**src/rtl/cpu_pkg.sv**
```systemverilog
// Shared types and constants for the simple 8-bit, 4-register CPU core.
// Holds the opcode and FSM state encodings and the instruction field positions.
package cpu_pkg;

  localparam int DATA_W    = 8;
  localparam int PC_W      = 4;
  localparam int REG_SEL_W = 2;

  // Instruction field bit positions.
  localparam int OP_HI  = 7;
  localparam int OP_LO  = 6;
  localparam int RD_HI  = 5;
  localparam int RD_LO  = 4;
  localparam int RS_HI  = 3;
  localparam int RS_LO  = 2;
  localparam int RT_HI  = 1;
  localparam int RT_LO  = 0;
  localparam int IMM_HI = 3;
  localparam int IMM_LO = 0;
  localparam int TGT_HI = 5;
  localparam int TGT_LO = 2;
  localparam int BRS_HI = 1;
  localparam int BRS_LO = 0;

  typedef enum logic [1:0] {
    OP_ADD   = 2'b00,
    OP_NOP   = 2'b01,
    OP_LI    = 2'b10,
    OP_BNER0 = 2'b11
  } opcode_e;

  typedef enum logic [1:0] {
    ST_FETCH = 2'b00,
    ST_EXEC  = 2'b01,
    ST_HALT  = 2'b10
  } state_e;

endpackage

```
**src/rtl/register_file.sv**
```systemverilog
// 4x8 register file: two combinational operand read ports, one debug read port,
// one synchronous write port, cleared by synchronous reset.
module register_file
  import cpu_pkg::*;
(
  input  logic                 clk,
  input  logic                 reset,
  input  logic [REG_SEL_W-1:0] ra_sel,
  input  logic [REG_SEL_W-1:0] rb_sel,
  input  logic [REG_SEL_W-1:0] dbg_sel,
  output logic [DATA_W-1:0]    ra_data,
  output logic [DATA_W-1:0]    rb_data,
  output logic [DATA_W-1:0]    dbg_data,
  input  logic                 we,
  input  logic [REG_SEL_W-1:0] wr_sel,
  input  logic [DATA_W-1:0]    wr_data
);

  logic [DATA_W-1:0] regs [4];

  // NOTE: only four registers, so they are plain flops and reset is cheap; a
  // large RAM-style array would be left unreset so it can map to memory.
  always_ff @(posedge clk) begin
    if (reset) begin
      for (int i = 0; i < 4; i++) regs[i] <= '0;
    end else if (we) begin
      regs[wr_sel] <= wr_data;
    end
  end

  // Reads return the pre-write contents, so rd == rs/rt sees old operands.
  assign ra_data  = regs[ra_sel];
  assign rb_data  = regs[rb_sel];
  assign dbg_data = regs[dbg_sel];

endmodule

```
**src/rtl/simple_cpu_core.sv**
```systemverilog
// Two-cycle (FETCH/EXEC) CPU core with ADD, NOP, LI and BNER0; program storage
// lives outside the core and is read combinationally through pc/instruction.
module simple_cpu_core
  import cpu_pkg::*;
#(
  parameter int HALT_ON_SELF_LOOP = 1
) (
  input  logic                 clk,
  input  logic                 reset,
  input  logic                 run,
  output logic [PC_W-1:0]      pc,
  input  logic [DATA_W-1:0]    instruction,
  output logic                 retire,
  output logic [DATA_W-1:0]    retire_count,
  output logic                 halted,
  input  logic [REG_SEL_W-1:0] dbg_sel,
  output logic [DATA_W-1:0]    dbg_data
);

  state_e                 state_q, state_d;
  logic [PC_W-1:0]        pc_q;
  logic [DATA_W-1:0]      ir_q;
  logic [DATA_W-1:0]      count_q;

  opcode_e                op;
  logic [REG_SEL_W-1:0]   ra_sel, rb_sel;
  logic [DATA_W-1:0]      ra_data, rb_data;
  logic [PC_W-1:0]        target;
  logic                   exec;
  logic                   branch_taken;
  logic                   self_loop;
  logic [PC_W-1:0]        pc_next;
  logic                   we;
  logic [DATA_W-1:0]      wr_data;

  assign op     = opcode_e'(ir_q[OP_HI:OP_LO]);
  assign target = ir_q[TGT_HI:TGT_LO];
  assign exec   = (state_q == ST_EXEC);

  // BNER0 compares R[rs] (low field) against r0; ADD reads rs/rt.
  assign ra_sel = (op == OP_BNER0) ? ir_q[BRS_HI:BRS_LO] : ir_q[RS_HI:RS_LO];
  assign rb_sel = (op == OP_BNER0) ? '0 : ir_q[RT_HI:RT_LO];

  assign branch_taken = (op == OP_BNER0) && (ra_data != rb_data);
  assign self_loop    = (HALT_ON_SELF_LOOP != 0) && branch_taken && (target == pc_q);
  assign pc_next      = branch_taken ? target : pc_q + 1'b1;

  assign we      = exec && ((op == OP_ADD) || (op == OP_LI));
  assign wr_data = (op == OP_LI) ? {{(DATA_W-4){1'b0}}, ir_q[IMM_HI:IMM_LO]}
                                 : ra_data + rb_data;

  register_file u_register_file (
    .clk      (clk),
    .reset    (reset),
    .ra_sel   (ra_sel),
    .rb_sel   (rb_sel),
    .dbg_sel  (dbg_sel),
    .ra_data  (ra_data),
    .rb_data  (rb_data),
    .dbg_data (dbg_data),
    .we       (we),
    .wr_sel   (ir_q[RD_HI:RD_LO]),
    .wr_data  (wr_data)
  );

  // NOTE: clocked state uses non-blocking assignments so every flop samples
  // pre-edge values; combinational blocks below use blocking with defaults.
  always_ff @(posedge clk) begin
    if (reset) state_q <= ST_FETCH;
    else       state_q <= state_d;
  end

  // NOTE: state_d gets a default before the case so no latch is inferred.
  always_comb begin
    state_d = state_q;
    case (state_q)
      ST_FETCH: if (run) state_d = ST_EXEC;
      ST_EXEC:  state_d = self_loop ? ST_HALT : ST_FETCH;
      ST_HALT:  state_d = ST_HALT;
      default:  state_d = ST_FETCH;
    endcase
  end

  always_comb begin
    retire = 1'b0;
    halted = 1'b0;
    case (state_q)
      ST_EXEC: retire = 1'b1;
      ST_HALT: halted = 1'b1;
      default: ;
    endcase
  end

  always_ff @(posedge clk) begin
    if (reset) begin
      pc_q    <= '0;
      ir_q    <= '0;
      count_q <= '0;
    end else begin
      if (state_q == ST_FETCH && run) ir_q <= instruction;
      if (exec) begin
        pc_q <= pc_next;
        if (count_q != '1) count_q <= count_q + 1'b1;
      end
    end
  end

  assign pc           = pc_q;
  assign retire_count = count_q;

endmodule

```
**config.mk**
```make
export PLATFORM = sky130hd
export DESIGN_NAME = simple_cpu_core
export DESIGN_NICKNAME = d
export VERILOG_FILES = /design/src/rtl/cpu_pkg.sv /design/src/rtl/register_file.sv /design/src/rtl/simple_cpu_core.sv
export SDC_FILE = /design/constraint.sdc
export NUM_CORES = 1
export LEC_CHECK = 0
export ABC_AREA = 0
export CORE_MARGIN = 1.5
export CORE_UTILIZATION = 37
export DETAILED_ROUTE_END_ITERATION = 8
export SLEW_MARGIN = 20
export SYNTH_ARGS = -nofsm -noshare
export SYNTH_HDL_FRONTEND = slang
export SYNTH_SLANG_ARGS = --single-unit
```
**constraint.sdc**
```tcl
create_clock -name clk -period 8.85 [get_ports clk]
set_clock_uncertainty 0.2 [all_clocks]
set_input_delay 1.77 -clock clk [delete_from_list [all_inputs] [get_ports clk]]
set_output_delay 1.77 -clock clk [all_outputs]
set_load 0.03 [all_outputs]
```
==> results of run 1 <==
## stage by stage
step	hold slack (ns)	worst slack, ns
2_1_floorplan	0.323	4.06
3_3_place_gp	0.325	3.02
3_5_place_dp	0.338	3.01
4_1_cts	0.359	3.01
5_1_grt	0.404	2.94
6_report	0.354	3.04
## cell type report
type	count	area [sq um]	area share (%)
repair buffers	38	370	9.59
inverters	5	18.8	0.486
multi-input cells	239	1850	47.9
well taps	108	135	3.50
flip-flops and latches	54	1400	36.3
clock buffers	6	76.3	1.98
clock inverters	2	8.76	0.227
## path summary, 6_finish.rpt
kind,start,end,cells after the start
setup / recovery,dbg_sel[0],dbg_data[2],3
hold / removal,retire_count[7]$_SDFFE_PP0P_,retire_count[7]$_SDFFE_PP0P_,2
setup reg to reg,ir_q[6]$_SDFFE_PP0P_,u_register_file.regs[2][7]$_SDFFCE_PN0P_,11
hold reg to reg,retire_count[7]$_SDFFE_PP0P_,retire_count[7]$_SDFFE_PP0P_,2
## critical path: cells and delay by family
family,cells,cell delay (ns)
buf+inv,2,1.45
mux,1,0.60
## power by group through the flow
stage	sequential, mW	combinational (mW)	clock, mW
2_1_floorplan	0.294	0.113	0
3_3_place_gp	0.298	0.149	0
3_5_place_dp	0.299	0.150	0
4_1_cts	0.293	0.151	0.141
5_1_grt	0.295	0.166	0.151
6_report	0.293	0.151	0.139
## logic make-up (layout without fill, tap and decap cells)
| kind of cell | count (synthesis) | count (layout) | synth area share [%] |
|---|---|---|---|
| AO/OA/AOI/OAI | 48 | 48 | 11.2 |
| XOR/XNOR | 17 | 17 | 4.43 |
| adder cells (fa/ha/maj) | 10 | 10 | 3.95 |
| buffers and inverters | 27 | 51 | 3.42 |
| flip-flops | 54 | 54 | 41.7 |
| multiplexers | 36 | 36 | 17.2 |
| AND/OR/NAND/NOR | 128 | 128 | 18.1 |
## cells in the final DEF, fill, tap and decap left out, drive strengths merged, types with 6 or more instances in the layout
master / instances
nand2b: 8
clkbuf: 6
xnor2: 8
a21oi: 11
edfxtp: 32
o221a: 7
nand3: 8
dfxtp: 22
nand2: 17
nor2: 56
clkdlybuf4s50: 34
nor3: 11
ha: 9
mux2i: 21
mux4: 15
xor2: 9
## metal layers
metal	vias to the layer above	global-route usage, %	wire length [um]
met5	-	0	0
met4	0	5.63	143
met3	12	3.65	382
met2	52	30.0	4110
met1	1216	21.9	3450
li1	1232	-	-
## flip-flops by register name, summed over array words and instances, names as in the netlist
register,cells
retire_count,8
u_register_file.regs,32
ir_q,8
state_q,2
pc,4
==> results.json, run 1 <==
{
  "status": "finished clean",
  "cp_slowest_cell": "clkdlybuf4s50_1",
  "relSlewSlack_pct": 55.0,
  "stdcell_count": 452,
  "wl_per_cell_um": 17.9,
  "cts_sinks": 54,
  "syn_inst": 320,
  "rsz0062_at_grt": "false",
  "drv_slew": 0,
  "dieArea_sq_um": 9670,
  "seq_power_share_pct": 50.3,
  "fmax_mhz": 172,
  "internal_power_mw": 0.404,
  "path_cells": "clkdlybuf4s50_1 > mux4_2 > clkdlybuf4s50_1",
  "rrSetupSlack_ns": 4.79,
  "top_level_ports": 35,
  "htree_levels": 2,
  "synth-main-ff-cell": "edfxtp_1",
  "grt_pass1_vias": 2550,
  "grt_use_total_pct": 17.5,
  "cts-buffers-inserted": 5,
  "ir_drop_mv": 0.0621,
  "antenna_found_initial": 0,
  "grt_first_pass_wirelength_mm": 13.1,
  "drc": 0,
  "ys_seq_area_share_pct": 41.7,
  "synthTopCellsByArea": "edfxtp_1, dfxtp_1, nor2_1",
  "cts_resized": 0,
  "synth_fp_nets": 343,
  "port_buffers": 34,
  "vias": 2512,
  "first_pass_iters": 4,
  "syn_area_sq_um": 3360,
  "die-height_um": 98.3,
  "synth_top_area_share_pct": 28.6,
  "design_area_sq_um": 3860,
  "cts_hold_buf": 0,
  "power_switching_mw": 0.179,
  "area_growth_pct": 14.8,
  "clock_latency_ns": 0.31,
  "yosysMostFrequentCell": "nor2_1",
  "avgSynthCellArea_sq_um": 10.5,
  "drv_cap": 0,
  "path_clk_slew_ns": 0.09,
  "rows": 34,
  "cts_tree": "built",
  "grt.overflow.total": 0,
  "hold_path.class": "flip-flop to flip-flop",
  "n_antenna_cell": 0,
  "fillers": 842,
  "cts_root_buffer": "clkbuf_8",
  "utilization_pct": 44.1,
  "arrival_ns": 3.84,
  "totalWireLength_mm": 8.08,
  "fin_tns_setup_ns": 0,
  "power.density_nw_per_um2": 151,
  "cp_data_required_time_ns": 6.88,
  "drt_iter0_drc": 135,
  "nets": 366,
  "path_max_fanout": 8,
  "start_util_pct": 38.4,
  "path_class": "primary input to output pin",
  "synth_top_area_cell": "edfxtp_1",
  "hold_viol": 0,
  "max_slew.worst_pin.slew_ns": 0.658,
  "power.total_mw": 0.583,
  "critPathMaxStageDelay_ns": 0.84,
  "setup_viol": 0,
  "async_flop_share_pct": 0,
  "switching_share_pct": 30.8,
  "period_share_pct": 65.6,
  "gp_congestion": 0.789,
  "period_minus_slack_ns": 5.81,
  "post_cts_buffers": 0,
  "grt_max_degree": 28,
  "synth-edff-count": 32,
  "ys_warn_count": 0,
  "critPathLaunchType": "primary input",
  "crit_top_cell": "clkdlybuf4s50_1",
  "p_comb_share_pct": 25.9,
  "drtAntennaViolNets": 0,
  "core-area_sq_um": 8760,
  "dp_cells": 444,
  "drive_gt1_share_pct": 10.5,
  "pwr-share-clk_pct": 23.8,
  "hpwlAfterDp_mm": 5.57,
  "clk_path_buf_depth": 2,
  "place_area_sq_um": 3770,
  "ys_top_cells_by_count": "nor2_1, edfxtp_1, dfxtp_1",
  "endpoint_kind": "output pin",
  "ys_types": 55,
  "via_per_inst": 5.56,
  "fp.dieW_um": 98.3,
  "p_leak_nw": 1.45,
  "ys_ff_latch": 54
}
No activity file was read; power rests on OpenSTA's default activity.
==> inputs of run 2 (changes only) <==
clock period = 5.2 ns   (was 8.85 ns; I/O delays follow)
==> run 2 against run 1 <==
Compared with the run above:
- critical path depth unchanged
- non-clock buffer count increased by 1
- via count increased by 1.4%
- power increased by 80%
- hold slack got worse by 0.0072 ns
- global-route usage decreased by 0.38 points
- final cell count increased by 0.22%
- wire length about the same
- sequential share of layout area decreased by 0.31 points
- combinational power increased by 72%
- clock-buffer cell count unchanged
- setup slack got worse by 2.2 ns
==> results.json, run 2 (synthesis gave the netlist of run 1 again) <==
{
  "period_minus_slack_ns": 4.34,
  "totalWireLength_mm": 8.09,
  "path_max_fanout": 8,
  "critPathMaxStageDelay_ns": 0.85,
  "hold_viol": 0,
  "cp_data_required_time_ns": 3.96,
  "most-common-layout-cells": "nor2_1, clkdlybuf4s50_1, edfxtp_1",
  "cp_slowest_cell": "clkdlybuf4s50_1",
  "max_slew.worst_pin.slew_ns": 1.06,
  "cts_root_buffer": "clkbuf_8",
  "rows": 34,
  "reg2reg_depth": 10,
  "gp_congestion": 0.830,
  "wl_per_cell_um": 17.8,
  "core-area_sq_um": 8760,
  "timing.rr.end": "u_register_file.regs[2][7]$_SDFFCE_PN0P_",
  "grtUsageMet1_pct": 22.1,
  "dieArea_sq_um": 9670,
  "cts_hold_buf": 0,
  "critical-path-top-delay-family": "buffers and inverters",
  "drv_cap": 0,
  "cts_sinks": 54,
  "nets": 367,
  "fp.dieW_um": 98.3,
  "clk_path_buf_depth": 2,
  "reg2reg_from": "ir_q[7]$_SDFFE_PP0P_",
  "path_clk_slew_ns": 0.10,
  "drt_iter0_drc": 186,
  "grtUsageMet2_pct": 29.8,
  "antenna_found_initial": 0,
  "port_buffers": 34,
  "first_pass_iters": 4,
  "hpwlAfterDp_mm": 5.69,
  "clock_latency_ns": 0.31,
  "setup_viol": 0,
  "ir_drop_mv": 0.160,
  "drv_slew": 0,
  "critPathLaunchType": "primary input",
  "globalRouteMet3Util_pct": 2.36,
  "crit_top_cell": "clkdlybuf4s50_1",
  "min_from": "retire_count[5]$_SDFFE_PP0P_",
  "drtAntennaViolNets": 0,
  "grt_busiest_layer": "met2",
  "arrival_ns": 3.10,
  "hold_end": "retire_count[5]$_SDFFE_PP0P_",
  "path_class": "primary input to output pin",
  "top_level_ports": 35,
  "via_per_inst": 5.62,
  "relSlewSlack_pct": 29.0,
  "period_share_pct": 83.4,
  "drive_gt1_share_pct": 10.4,
  "crit_cells": 3,
  "htree_levels": 2,
  "layout_commonest_cell": "nor2_1",
  "rsz0062_at_grt": "false",
  "endpoint_kind": "output pin",
  "n_antenna_cell": 0,
  "timing.hold.ws_ns": 0.347,
  "grt_max_degree": 27,
  "cts_tree": "built",
  "hold_path.class": "flip-flop to flip-flop",
  "grt_pass1_vias": 2500,
  "status": "finished clean",
  "cts-buffers-inserted": 5,
  "fmax_mhz": 231,
  "grt_use_total_pct": 17.1,
  "fin_tns_setup_ns": 0,
  "utilization_pct": 44.4,
  "drc": 0,
  "grt_first_pass_wirelength_mm": 13.0,
  "area_growth_pct": 15.7,
  "hold_depth": 2,
  "post_cts_buffers": 0,
  "start_util_pct": 38.4,
  "path_cells": "clkdlybuf4s50_1 > mux4_2 > clkdlybuf4s50_1",
  "vias": 2548,
  "p_leak_nw": 1.46,
  "grt.overflow.total": 0,
  "cts_resized": 0,
  "path_buf_inv": 2,
  "regMostFlops": "u_register_file.regs",
  "largest_reg_flops": 32,
  "die-height_um": 98.3,
  "power.density_nw_per_um2": 269,
  "rrSetupSlack_ns": 1.07
}
[run 2: routing by layer]
metal / share of wire (%) / wire, um
met5: 0 / 0
met4: 1.8 / 144
met3: 5.9 / 480
met2: 51 / 4120
met1: 41 / 3340
[run 2: metrics by stage]
stage                     std cells  setup WS, ns  total power [mW]  area [sq um]
final                           453         0.865              1.05          3890
after global routing            453         0.770              1.09          3890
after CTS                       453         0.831              1.05          3890
after detailed placement        445         0.845             0.765          3780
after global placement          445         0.831             0.761          3780
after floorplan                 320          1.56             0.691          3360
[run 2: area by class of cell]
cell class	count	area [sq um]
multi-input combinational	239	1850
inverter	5	18.8
timing repair buffer	39	378
fill	819	4870
clock inverter	2	36.3
tap	108	135
clock buffer	6	76.3
sequential	54	1400
[run 2: power by group]
group          leakage [nW]  internal [mW]  switching [mW]
sequential            0.510          0.473          0.0233
clock                0.0591          0.150           0.141
combinational         0.890          0.116           0.144
[run 2: worst reg2reg max path, delay by kind of cell (launching register included)]
family / cells / cell delay [ns]
adder cells (fa/ha/maj): 1 / 0.33
AO/OA/AOI/OAI: 5 / 1.27
flip-flops: 1 / 0.58
multiplexers: 1 / 0.68
AND/OR/NAND/NOR: 3 / 0.88
[run 2: worst max-delay path by stage]
stage	end	from	slack, ns
finish	dbg_data[2]	dbg_sel[0]	0.86
global route	u_register_file.regs[2][7]$_SDFFCE_PN0P_	ir_q[7]$_SDFFE_PP0P_	0.77
CTS	dbg_data[2]	dbg_sel[0]	0.83
detailed placement	dbg_data[3]	dbg_sel[0]	0.85
global placement	dbg_data[2]	dbg_sel[0]	0.83
floorplan	u_register_file.regs[2][7]$_SDFFCE_PN0P_	ir_q[7]$_SDFFE_PP0P_	1.56
==> inputs of run 3 (changes only) <==
clock period = 4.1 ns   (was 5.2 ns; I/O delays follow)
==> run 3 against run 2 <==
Compared with the run above:
- clock power grew 18%
- utilization grew 0.84 points
- wire length grew 3.0%
- sequential power grew 26%
- final cell count grew 2.2%
- setup slack lost 0.45 ns
- global-route usage grew 0.61 points
- die area is the same
- non-clock buffer count grew 10
- critical path type is now flip-flop to flip-flop
==> results.json, run 3 (synthesis gave the netlist of run 1 again) <==
{
  "largest_reg_flops": 32,
  "fp.dieW_um": 98.3,
  "nets": 377,
  "power_switching_mw": 0.393,
  "grt_max_degree": 27,
  "path_cells": "and3_1 > nor2_2 > mux4_1 > ha_1 > a21o_1 > a21oi_1 > o21bai_1 > a2111oi_0 > nor3_1 > nor4_1",
  "max_slew.worst_pin.slew_ns": 1.07,
  "fin_tns_setup_ns": 0,
  "critPathMaxStageDelay_ns": 0.66,
  "most-common-layout-cells": "nor2_1, clkdlybuf4s50_1, edfxtp_1",
  "worst_slack_ns": 0.417,
  "layout_commonest_cell": "nor2_1",
  "seq_power_share_pct": 47.7,
  "drtAntennaViolNets": 0,
  "path_max_fanout": 5,
  "n_antenna_cell": 0,
  "via_per_inst": 5.54,
  "hpwlAfterDp_mm": 5.94,
  "grt_first_pass_wirelength_mm": 13.3,
  "switching_share_pct": 30.0,
  "status": "finished clean",
  "pwr-share-clk_pct": 26.1,
  "power.total_mw": 1.31,
  "drt_iter0_drc": 153,
  "p_leak_nw": 1.50,
  "rsz0062_at_grt": "false",
  "drc": 0,
  "hold_path.class": "flip-flop to flip-flop",
  "rows": 34,
  "cp_slowest_cell": "mux4_1",
  "antenna_found_initial": 0,
  "drv_cap": 0,
  "endpoint_kind": "flip-flop",
  "cts_root_buffer": "clkbuf_8",
  "critPathLaunchType": "flip-flop",
  "ir_drop_mv": 0.133,
  "path_class": "flip-flop to flip-flop",
  "arrival_ns": 3.63,
  "relSlewSlack_pct": 28.2,
  "vias": 2563,
  "cts_sinks": 54,
  "area_growth_pct": 17.9,
  "grt_use_total_pct": 17.7,
  "fmax_mhz": 272,
  "drive_gt1_share_pct": 13.2,
  "clock_latency_ns": 0.31,
  "regMostFlops": "u_register_file.regs",
  "dieArea_sq_um": 9670,
  "internal_power_mw": 0.918,
  "hold_viol": 0,
  "cts-buffers-inserted": 5,
  "utilization_pct": 45.2,
  "first_pass_iters": 4,
  "totalWireLength_mm": 8.32,
  "setup_viol": 0,
  "grt_pass1_vias": 2569,
  "die-height_um": 98.3,
  "place_ws_ns": 0.333,
  "drv_slew": 0,
  "core-area_sq_um": 8760,
  "grt.overflow.total": 0,
  "clk_path_buf_depth": 2,
  "period_share_pct": 89.8,
  "p_comb_share_pct": 26.2,
  "period_minus_slack_ns": 3.68,
  "htree_levels": 2,
  "path_clk_slew_ns": 0.10,
  "top_level_ports": 35,
  "power.density_nw_per_um2": 331,
  "start_util_pct": 38.4,
  "cp_data_required_time_ns": 4.04,
  "gp_congestion": 0.797,
  "cts_tree": "built",
  "wl_per_cell_um": 18.0,
  "port_buffers": 34
}
[run 3: changes by cell type in the layout (fill, tap and decap cells not counted), sizes merged]
cell	previous run	this run
clkinvlp	0	1
bufinv	1	0
clkbuf	6	7
buf	5	15
inv	6	5
[run 3: metal layers]
| metal | global-route usage, % | share of wire, % | vias to the layer above |
|---|---|---|---|
| li1 | - | - | 1252 |
| met1 | 22.8 | 46 | 1271 |
| met2 | 31.4 | 50 | 30 |
| met3 | 2.08 | 1.9 | 10 |
| met4 | 4.66 | 1.4 | 0 |
| met5 | 0 | 0 | - |
[run 3: power by group through the flow]
stage	combinational, mW	sequential, mW	clock, mW
floorplan	0.243	0.634	0
global placement	0.339	0.637	0
detailed placement	0.340	0.638	0
CTS	0.344	0.625	0.354
global route	0.375	0.630	0.374
finish	0.343	0.626	0.342
[run 3: area by class of cell]
class                           count  area (sq um)
Inverter                            5          18.8
Clock inverter                      1          7.51
Tap cell                          108           135
Timing Repair Buffer               49           453
Clock buffer                        7           101
Sequential cell                    54          1400
Fill cell                         817          4800
Multi-Input combinational cell    239          1850
[run 3: stage by stage]
| step | hold WS, ns | cells | instance area [sq um] |
|---|---|---|---|
| CTS | 0.358 | 463 | 3960 |
| global route | 0.395 | 463 | 3970 |
| floorplan | 0.323 | 320 | 3360 |
| global placement | 0.321 | 455 | 3850 |
| finish | 0.349 | 463 | 3970 |
| detailed placement | 0.328 | 455 | 3850 |
[run 3: path summary, 6_finish.rpt]
check / cells after the start / slack, ns / from / endpoint
hold / removal: 2 / 0.35 / retire_count[7]$_SDFFE_PP0P_ / retire_count[7]$_SDFFE_PP0P_
setup / recovery: 10 / 0.42 / ir_q[6]$_SDFFE_PP0P_ / u_register_file.regs[2][7]$_SDFFCE_PN0P_
hold reg to reg: 2 / 0.35 / retire_count[7]$_SDFFE_PP0P_ / retire_count[7]$_SDFFE_PP0P_
setup reg to reg: 10 / 0.42 / ir_q[6]$_SDFFE_PP0P_ / u_register_file.regs[2][7]$_SDFFCE_PN0P_
[run 3: critical path, delay by kind of cell, from the launching register on]
family / cells / cell delay (ns)
compound gates: 4 / 1.06
fa+ha+maj: 1 / 0.33
mux: 1 / 0.66
simple gates: 4 / 0.94
flops: 1 / 0.34
[run 3: what timing repair did]
action,4_1_cts,5_1_grt
gates resized for setup,0,1
endpoints found under the hold margin,0,0
setup buffers,0,0
hold buffers,0,0
setup endpoints to repair,0,1
